`config.mk`:
```
export PLATFORM = sky130hd
export DESIGN_NAME = efuse_macro_rsp_flat
export DESIGN_NICKNAME = d
export VERILOG_FILES = /design/src/rtl/efuse_macro_rsp_if.sv /design/src/rtl/efuse_macro_rsp.sv /design/src/flat_wrapper.sv
export SDC_FILE = /design/constraint.sdc
export NUM_CORES = 1
export LEC_CHECK = 0
export CORE_MARGIN = 5
export CORE_UTILIZATION = 30
export CTS_CLUSTER_SIZE = 30
export DETAILED_ROUTE_END_ITERATION = 12
export PLACE_DENSITY = 0.6
export SYNTH_ARGS = -nofsm -noshare
export SYNTH_HDL_FRONTEND = slang
export SYNTH_SLANG_ARGS = --single-unit
export TNS_END_PERCENT = 100
```
`constraint.sdc`:
```
create_clock -name clk -period 8.79 [get_ports clk]
set_input_delay 0.879 -clock clk [delete_from_list [all_inputs] [get_ports clk]]
set_output_delay 0.879 -clock clk [all_outputs]
set_load 0.01 [all_outputs]
```
`src/rtl/efuse_macro_rsp_if.sv`:
```
// eFuse macro pin bundle: the controller drives strobes/address, the macro returns read data.
interface efuse_macro_rsp_if;
    logic       efuse_pgmen;
    logic       efuse_rden;
    logic       efuse_aen;
    logic [7:0] efuse_addr;
    logic [7:0] efuse_d;

    modport master (output efuse_pgmen, efuse_rden, efuse_aen, efuse_addr, input efuse_d);
    modport slave  (input efuse_pgmen, efuse_rden, efuse_aen, efuse_addr, output efuse_d);
endinterface

```
`src/rtl/efuse_macro_rsp.sv`:
```
// Behavioural-but-synthesizable responder for a 256-bit eFuse macro (32 bytes x 8 bits).
// Define EFUSE_RSP_TIMING_CHK_EN to enable program-width and low-gap timing checks.
module efuse_macro_rsp #(
    parameter int           MIN_TPGM = 8,
    parameter int           RD_LAT   = 2,
    parameter int           MIN_TLOW = 4,
    parameter logic [255:0] INIT_VAL = '0
) (
    input  logic             clk,
    input  logic             rst_n,
    efuse_macro_rsp_if.slave bus,
    output logic [255:0]     fuse_bits,
    output logic [8:0]       blow_cnt,
    input  logic             err_clr,
    output logic             err_short_pgm,
    output logic             err_short_low,
    output logic             err_mode
);

`ifdef EFUSE_RSP_TIMING_CHK_EN
    localparam bit TCHK = 1'b1;
`else
    localparam bit TCHK = 1'b0;
`endif

    localparam logic [1:0] IDLE      = 2'd0;
    localparam logic [1:0] RD_PULSE  = 2'd1;
    localparam logic [1:0] PGM_PULSE = 2'd2;
    localparam logic [1:0] GAP       = 2'd3;

    logic [1:0]   state, state_nxt;
    logic         aen_q;
    logic [9:0]   wcnt, lcnt;
    logic [7:0]   addr_q;
    logic [255:0] fuse_q;
    logic [7:0]   d_q;

    logic rise, fall, rd_mode, pg_mode, tpgm_ok;
    logic accept, rd_load, blow, set_mode, set_spgm, set_slow;
    logic [7:0] bit_idx;

    assign rise    = bus.efuse_aen & ~aen_q;
    assign fall    = ~bus.efuse_aen & aen_q;
    assign rd_mode = bus.efuse_rden & ~bus.efuse_pgmen;
    assign pg_mode = bus.efuse_pgmen & ~bus.efuse_rden;
    // Without timing checks any pulse that reached the fall (wcnt>=1) is long enough.
    assign tpgm_ok = !TCHK || (wcnt >= 10'(MIN_TPGM));
    assign bit_idx = {addr_q[4:0], addr_q[7:5]};

    always_comb begin
        state_nxt = state;
        accept    = 1'b0;
        rd_load   = 1'b0;
        blow      = 1'b0;
        set_spgm  = 1'b0;
        set_slow  = 1'b0;
        set_mode  = (bus.efuse_pgmen & bus.efuse_rden) |
                    (bus.efuse_aen & ~bus.efuse_pgmen & ~bus.efuse_rden);
        case (state)
            IDLE, GAP: begin
                if (rise) begin
                    if (state == GAP && lcnt < 10'(MIN_TLOW)) set_slow = TCHK;
                    if (rd_mode) begin
                        state_nxt = RD_PULSE;
                        accept    = 1'b1;
                    end else if (pg_mode) begin
                        state_nxt = PGM_PULSE;
                        accept    = 1'b1;
                    end else begin
                        set_mode  = 1'b1;
                    end
                end else if (state == GAP && !bus.efuse_pgmen && !bus.efuse_rden) begin
                    state_nxt = IDLE;
                end
            end
            RD_PULSE: begin
                if (!rd_mode) set_mode = 1'b1;
                if (wcnt == 10'(RD_LAT)) rd_load = 1'b1;
                if (fall) state_nxt = GAP;
            end
            default: begin
                if (!pg_mode) set_mode = 1'b1;
                if (fall) begin
                    state_nxt = GAP;
                    if (!tpgm_ok) set_spgm = 1'b1;
                    else if (bus.efuse_pgmen) blow = 1'b1;
                end
            end
        endcase
    end

    always_ff @(posedge clk or negedge rst_n) begin
        if (!rst_n) begin
            state    <= IDLE;
            aen_q    <= 1'b0;
            wcnt     <= '0;
            lcnt     <= '0;
            addr_q   <= '0;
            fuse_q   <= INIT_VAL;
            d_q      <= '0;
            blow_cnt <= '0;
        end else begin
            state <= state_nxt;
            aen_q <= bus.efuse_aen;
            if (bus.efuse_aen) begin
                wcnt <= rise ? 10'd1 : ((wcnt == 10'h3ff) ? wcnt : wcnt + 10'd1);
                lcnt <= '0;
            end else begin
                wcnt <= '0;
                lcnt <= fall ? 10'd1 : ((lcnt == 10'h3ff) ? lcnt : lcnt + 10'd1);
            end
            if (accept)  addr_q <= bus.efuse_addr;
            if (rd_load) d_q    <= fuse_q[{addr_q[4:0], 3'b000} +: 8];
            if (blow) begin
                fuse_q[bit_idx] <= 1'b1;
                if (!fuse_q[bit_idx]) blow_cnt <= blow_cnt + 9'd1;
            end
        end
    end

    // Sticky flags: a set in the same cycle as err_clr wins.
    always_ff @(posedge clk or negedge rst_n) begin
        if (!rst_n) begin
            err_short_pgm <= 1'b0;
            err_short_low <= 1'b0;
            err_mode      <= 1'b0;
        end else begin
            err_short_pgm <= set_spgm | (err_short_pgm & ~err_clr);
            err_short_low <= set_slow | (err_short_low & ~err_clr);
            err_mode      <= set_mode | (err_mode & ~err_clr);
        end
    end

    assign bus.efuse_d = d_q;
    assign fuse_bits   = fuse_q;

endmodule

```
`src/flat_wrapper.sv`:
```
// flat-port wrapper written by rule: the top's interface ports become plain ports
module efuse_macro_rsp_flat 
#(
    parameter int           MIN_TPGM = 8,
    parameter int           RD_LAT   = 2,
    parameter int           MIN_TLOW = 4,
    parameter logic [255:0] INIT_VAL = '0
)
  (clk, rst_n, fuse_bits, blow_cnt, err_clr, err_short_pgm, err_short_low, err_mode, bus_efuse_pgmen, bus_efuse_rden, bus_efuse_aen, bus_efuse_addr, bus_efuse_d);
  efuse_macro_rsp_if bus_i ();
  input  logic clk;
  input  logic rst_n;
  output logic [255:0] fuse_bits;
  output logic [8:0] blow_cnt;
  input  logic err_clr;
  output logic err_short_pgm;
  output logic err_short_low;
  output logic err_mode;
  input wire logic [$bits(bus_i.efuse_pgmen)-1:0] bus_efuse_pgmen;
  input wire logic [$bits(bus_i.efuse_rden)-1:0] bus_efuse_rden;
  input wire logic [$bits(bus_i.efuse_aen)-1:0] bus_efuse_aen;
  input wire logic [$bits(bus_i.efuse_addr)-1:0] bus_efuse_addr;
  output wire logic [$bits(bus_i.efuse_d)-1:0] bus_efuse_d;
  assign bus_i.efuse_pgmen = bus_efuse_pgmen;
  assign bus_i.efuse_rden = bus_efuse_rden;
  assign bus_i.efuse_aen = bus_efuse_aen;
  assign bus_i.efuse_addr = bus_efuse_addr;
  assign bus_efuse_d = bus_i.efuse_d;
  efuse_macro_rsp #(.MIN_TPGM(MIN_TPGM), .RD_LAT(RD_LAT), .MIN_TLOW(MIN_TLOW), .INIT_VAL(INIT_VAL)) u_core (.clk(clk), .rst_n(rst_n), .bus(bus_i), .fuse_bits(fuse_bits), .blow_cnt(blow_cnt), .err_clr(err_clr), .err_short_pgm(err_short_pgm), .err_short_low(err_short_low), .err_mode(err_mode));
endmodule
```
# == Word-level counts from Yosys, hierarchy flattened ==
# Cells that the tools add are included.
# W data, S select, Z words.
# totals
regBits,297
in_bits,14
output_inout_bits,276
word_cells,79
# op_classes
addsub,2
magnitude_cmp,2
eq_ne,7
shifts,1
muxes,27
bitwise,19
reduce_logical,11
# ops
cell,n
$or A256 B256 Y256,1
$shiftx A256 B9 Y8,1
$mux W10,3
$mux W1,15
$mux W2,6
$add A10 B1 Y10 const B,1
$and A1 B1 Y1,10
$eq A10 B10 Y1 const B,1
$eq A10 B2 Y1 const B,1
$add A9 B1 Y9 const B,1
$lt A8 B9 Y1 const B,1
$bmux W1 S8,1
$demux W1 S8,1
$ge A8 B1 Y1 const B,1
$not A1 Y1,6
$ne A4 B4 Y1 const B,1
$logic_and A1 B1 Y1,3
$ne A3 B1 Y1 const B,1
$ne A3 B2 Y1 const B,1
$reduce_and A3 Y1,1
$reduce_or A3 Y1,1
$eq A2 B1 Y1 const B,1
$eq A2 B2 Y1 const B,1
$logic_not A1 Y1,2
other kinds (6),7

# == Depth between registers and ports, before layout ==
# logic_depth
depth_word,9
ltp_mapped,13
depth_no_buf,8

# == Worst setup path after synthesis ==
# OpenSTA, ideal clock, no wires.
# synth_path
kind,reg-to-reg
from,register u_core.addr_q[5]
to,register u_core.blow_cnt[8]
setup_ns,0.079
t_arrival_ns,2.765
t_required_ns,8.711
path_slack_ns,5.946
path_stages_with_launch,14
path_buffers,5
period_less_slack_ns,2.844
path_cell_list,dfrtp_1 buf_6 buf_6 buf_2 buf_1 mux4_2 mux2i_1 o22ai_1 a311oi_1 a311oi_1 a211o_1 buf_6 nor4_4 xor2_1
# synth_between
elab_chain_cells,4
# synth_lines
item,line_no,text
from (decl),efuse_macro_rsp.sv:34,logic [7:0] addr_q;
from (signal assigned),efuse_macro_rsp.sv:112,if (accept) addr_q <= bus.efuse_addr;
$bmux W1 S8,efuse_macro_rsp.sv:116,if (!fuse_q[bit_idx]) blow_cnt <= blow_cnt + 9'd1;
$mux W1 (implied by the code),efuse_macro_rsp.sv:116,
$not A1 Y1 (no source line),n/a,
$reduce_and A2 Y1 (no source line),n/a,
to (signal assigned),efuse_macro_rsp.sv:116,
to (decl),efuse_macro_rsp.sv:13,"output logic [8:0] blow_cnt,"
# Every way passes these cells. The select of a mux whose other input is x is not followed.
# A chain may end at the register's enable or synchronous reset.

# == Worst setup path in the final report ==
# Same ends and word-level chain as after synthesis.

==> metrics.txt <==
Post-Route M1 WL=24,590 um; met2 routed wirelength=27,450 um; number of nets still failing antenna checks after routing=0; Mapped Avg Cell Area=13.37 um2; drt initial violations=1,464; total grt overflow=0; CTS root buf=clkbuf_16; nets@finish=1,393; Detail Route met3 WL=6868 um; final-layout setup total negative slack=0 ns; setup repair bufs after CTS=0; post-synthesis cell area=14,950 um2; leakage power of the design=9.673 nW; worst min path class=input port to async pin; status=complete, no violations; Critical Path Source Type=register; launching point of the worst reg2reg path=u_core.addr_q[5]; total number of H-tree levels=2; wire length of the first global-routing pass=88,680 um; timing-limited maximum frequency=250.6 MHz; synthesized flop and latch total=297; Max Clock Skew=0.01596 ns; worst-case reg-to-reg path depth=8; data required time of the critical path=9.23 ns; count of port buffers added during placement=289; routed length per placed instance=29.67 um; crit path setup slack, layout=4.800 ns; largest net degree at the start of global routing=175; layout overhead on the synthesized area=30.63%; Post-synth EDFFs=0; highest signal layer in the routed design=met4; number of instances in the placed design=1,998; total DRC errors in the routed layout=0; transition at the pin with the smallest max-transition slack=1.248 ns; most frequent cells in the layout=dfrtp_1 (291), clkdlybuf4s50_1 (288), a21o_1 (193), mux4_2 (116), o21bai_1 (64); net count after synthesis=1,141; DP Wirelength=44,890 um; power density over cell area=233.5 nW/um2; Crit Path Category=register to register; Final setup viols=0; Resize count post-CTS=0; end of the worst register-to-register path=u_core.blow_cnt[8]; Tcrit/Tclk final=45.39%; number of maximum-capacitance constraint violations=0; global router's overall resource usage=22.03%; sequential area share after synthesis=49.71%; GP Congestion=0.8864; largest buffer count on any clock path=3; Die Span Y=233.2 um; arrival time worst endpoint=4.43 ns; count of non-filler cells in the finished layout=2,057; vias in the first global route=11,970; mean number of vias per cell=5.796; most common cell after layout, fill and taps aside=dfrtp_1; worst skew pair latency=0.53 ns; most used flip-flop cell after synthesis=dfrtp_1; DRT Wirelength=61,040 um; IR drop worst, VDD=0.0001502 V; number of cell rows=81; endpoint type of the worst setup path=register; number of sinks on the clock net=297; Warnings, synthesis=0; fraction of final layout cells with drive strength greater than 1=15.52%; maximum fanout along the worst path=56; area of the core region=49,150 um2; clock tree from TritonCTS=done; initial standard-cell utilization of the core=30.42%; worst slack, placed=4.812 ns; post-synthesis async set-or-reset flop share=100.0%; clock slew at reported path FFs=0.06 ns; unrepaired setup endpoints after global routing=no; overall die area=54,400 um2; horizontal die dimension=233.2 um; Crit. Startpoint=u_core.addr_q[5]; Synth Instances=1,118; total clock buffers created by CTS=34; max-slew violation count=0; DR vias=11,920; FF-to-FF setup slack=4.80 ns; final critical path time including I/O delays and setup=3.990 ns; Initial DRT Pass Iterations=5; initial antenna violation count=0; number of hold violations in the final report=0; relative slew slack=16.17%; count of different cell masters after synthesis=53; I/O pin count=290; hold_buf cts=0
==> cells by family (layout without fill, tap and decap cells) <==
family / after synthesis / after routing / synth area share, %
buf+inv: 103 / 377 / 3.272
simple gates: 184 / 184 / 5.850
mux: 176 / 176 / 23.21
flops: 297 / 297 / 49.71
xor+xnor: 12 / 12 / 0.7030
compound gates: 337 / 337 / 16.50
other cells: 0 / 1 / 0
fa+ha+maj: 9 / 9 / 0.7532
==> worst max-delay path: stages, from the launching register on <==
cell and delay [ns]:
dfrtp_4 0.59, buf_4 0.76, mux4_1 0.66, mux4_2 0.50, a21o_1 0.17, a211o_1 0.22
a211o_1 0.46, nor4_4 0.36, xor2_1 0.16
==> layer usage <==
metal	GRT usage, %	vias up
met1	30.32	6311
li1	-	4794
met4	6.978	0
met3	6.892	113
met2	33.39	704
met5	0	-
==> registers in the layout, summed over array words and instances, names as in the netlist, 2 cells and up <==
register / cells
u_core.fuse_bits: 256
u_core.bus.efuse_d: 8
u_core.blow_cnt: 9
u_core.addr_q: 8
u_core.state: 2
u_core.wcnt: 10
==> power by group <==
group | switching [W] | internal (W)
clock | 0.000585 | 0.000816
sequential | 0.000208 | 0.00146
combinational | 0.000885 | 0.000602
total | 0.00168 | 0.00288
==> final cells by class <==
class / count / area, um2
inverters: 14 / 52.55
well taps: 664 / 830.8
fillers: 4643 / 29620
repair buffers: 305 / 3030
multi-input cells: 718 / 7088
clock buffers: 44 / 939.7
clock inverters: 14 / 141.4
flip-flops and latches: 297 / 7445
diodes: 1 / 2.502
==> how the worst max path moves through the flow <==
stage,endpoint,slack (ns)
2_1_floorplan,u_core.blow_cnt[8],5.95
3_3_place_gp,u_core.blow_cnt[7],4.86
3_5_place_dp,u_core.blow_cnt[7],4.81
4_1_cts,u_core.blow_cnt[7],4.80
5_1_grt,u_core.blow_cnt[6],4.58
6_report,u_core.blow_cnt[8],4.80
==> cell usage after synthesis (2+ instances only) <==
library cell,n,area share (%)
a2111oi_0,3,0.18
a211o_1,2,0.12
a211oi_1,8,0.40
a21o_1,193,9.7
a21oi_1,7,0.23
a221oi_1,3,0.18
a22o_1,5,0.29
a22oi_1,6,0.30
a311oi_1,4,0.23
a31oi_1,10,0.42
and2_1,8,0.33
and3_1,3,0.13
buf_1,14,0.35
buf_2,9,0.30
buf_4,10,0.50
buf_6,5,0.38
clkbuf_1,50,1.3
dfrtp_1,297,50
ha_1,9,0.75
inv_1,13,0.33
mux2_2,10,0.75
mux2i_1,35,2.3
mux4_1,15,2.6
mux4_2,116,17
nand2_1,56,1.4
nand2b_1,7,0.29
nand3_1,18,0.60
nand4_1,3,0.13
nor2_1,51,1.3
nor2b_1,14,0.59
nor3_1,12,0.40
nor4_1,4,0.17
o21ai_0,19,0.64
o21bai_1,64,3.2
o22ai_1,7,0.29
xnor2_1,3,0.18
xor2_1,9,0.53
==> through the flow <==
step / area [um2] / hold WS, ns / util, % / power, W
floorplan: 14950 / 0.4802 / - / 0.002641
global placement: 18450 / 0.4660 / 37.53 / 0.003150
detailed placement: 18450 / 0.4610 / 37.53 / 0.003171
CTS: 19530 / 0.4688 / 39.73 / 0.004572
global route: 19530 / 0.4937 / 39.73 / 0.004742
finish: 19530 / 0.4140 / 39.73 / 0.004560
Power figures use the tool's default switching activity.
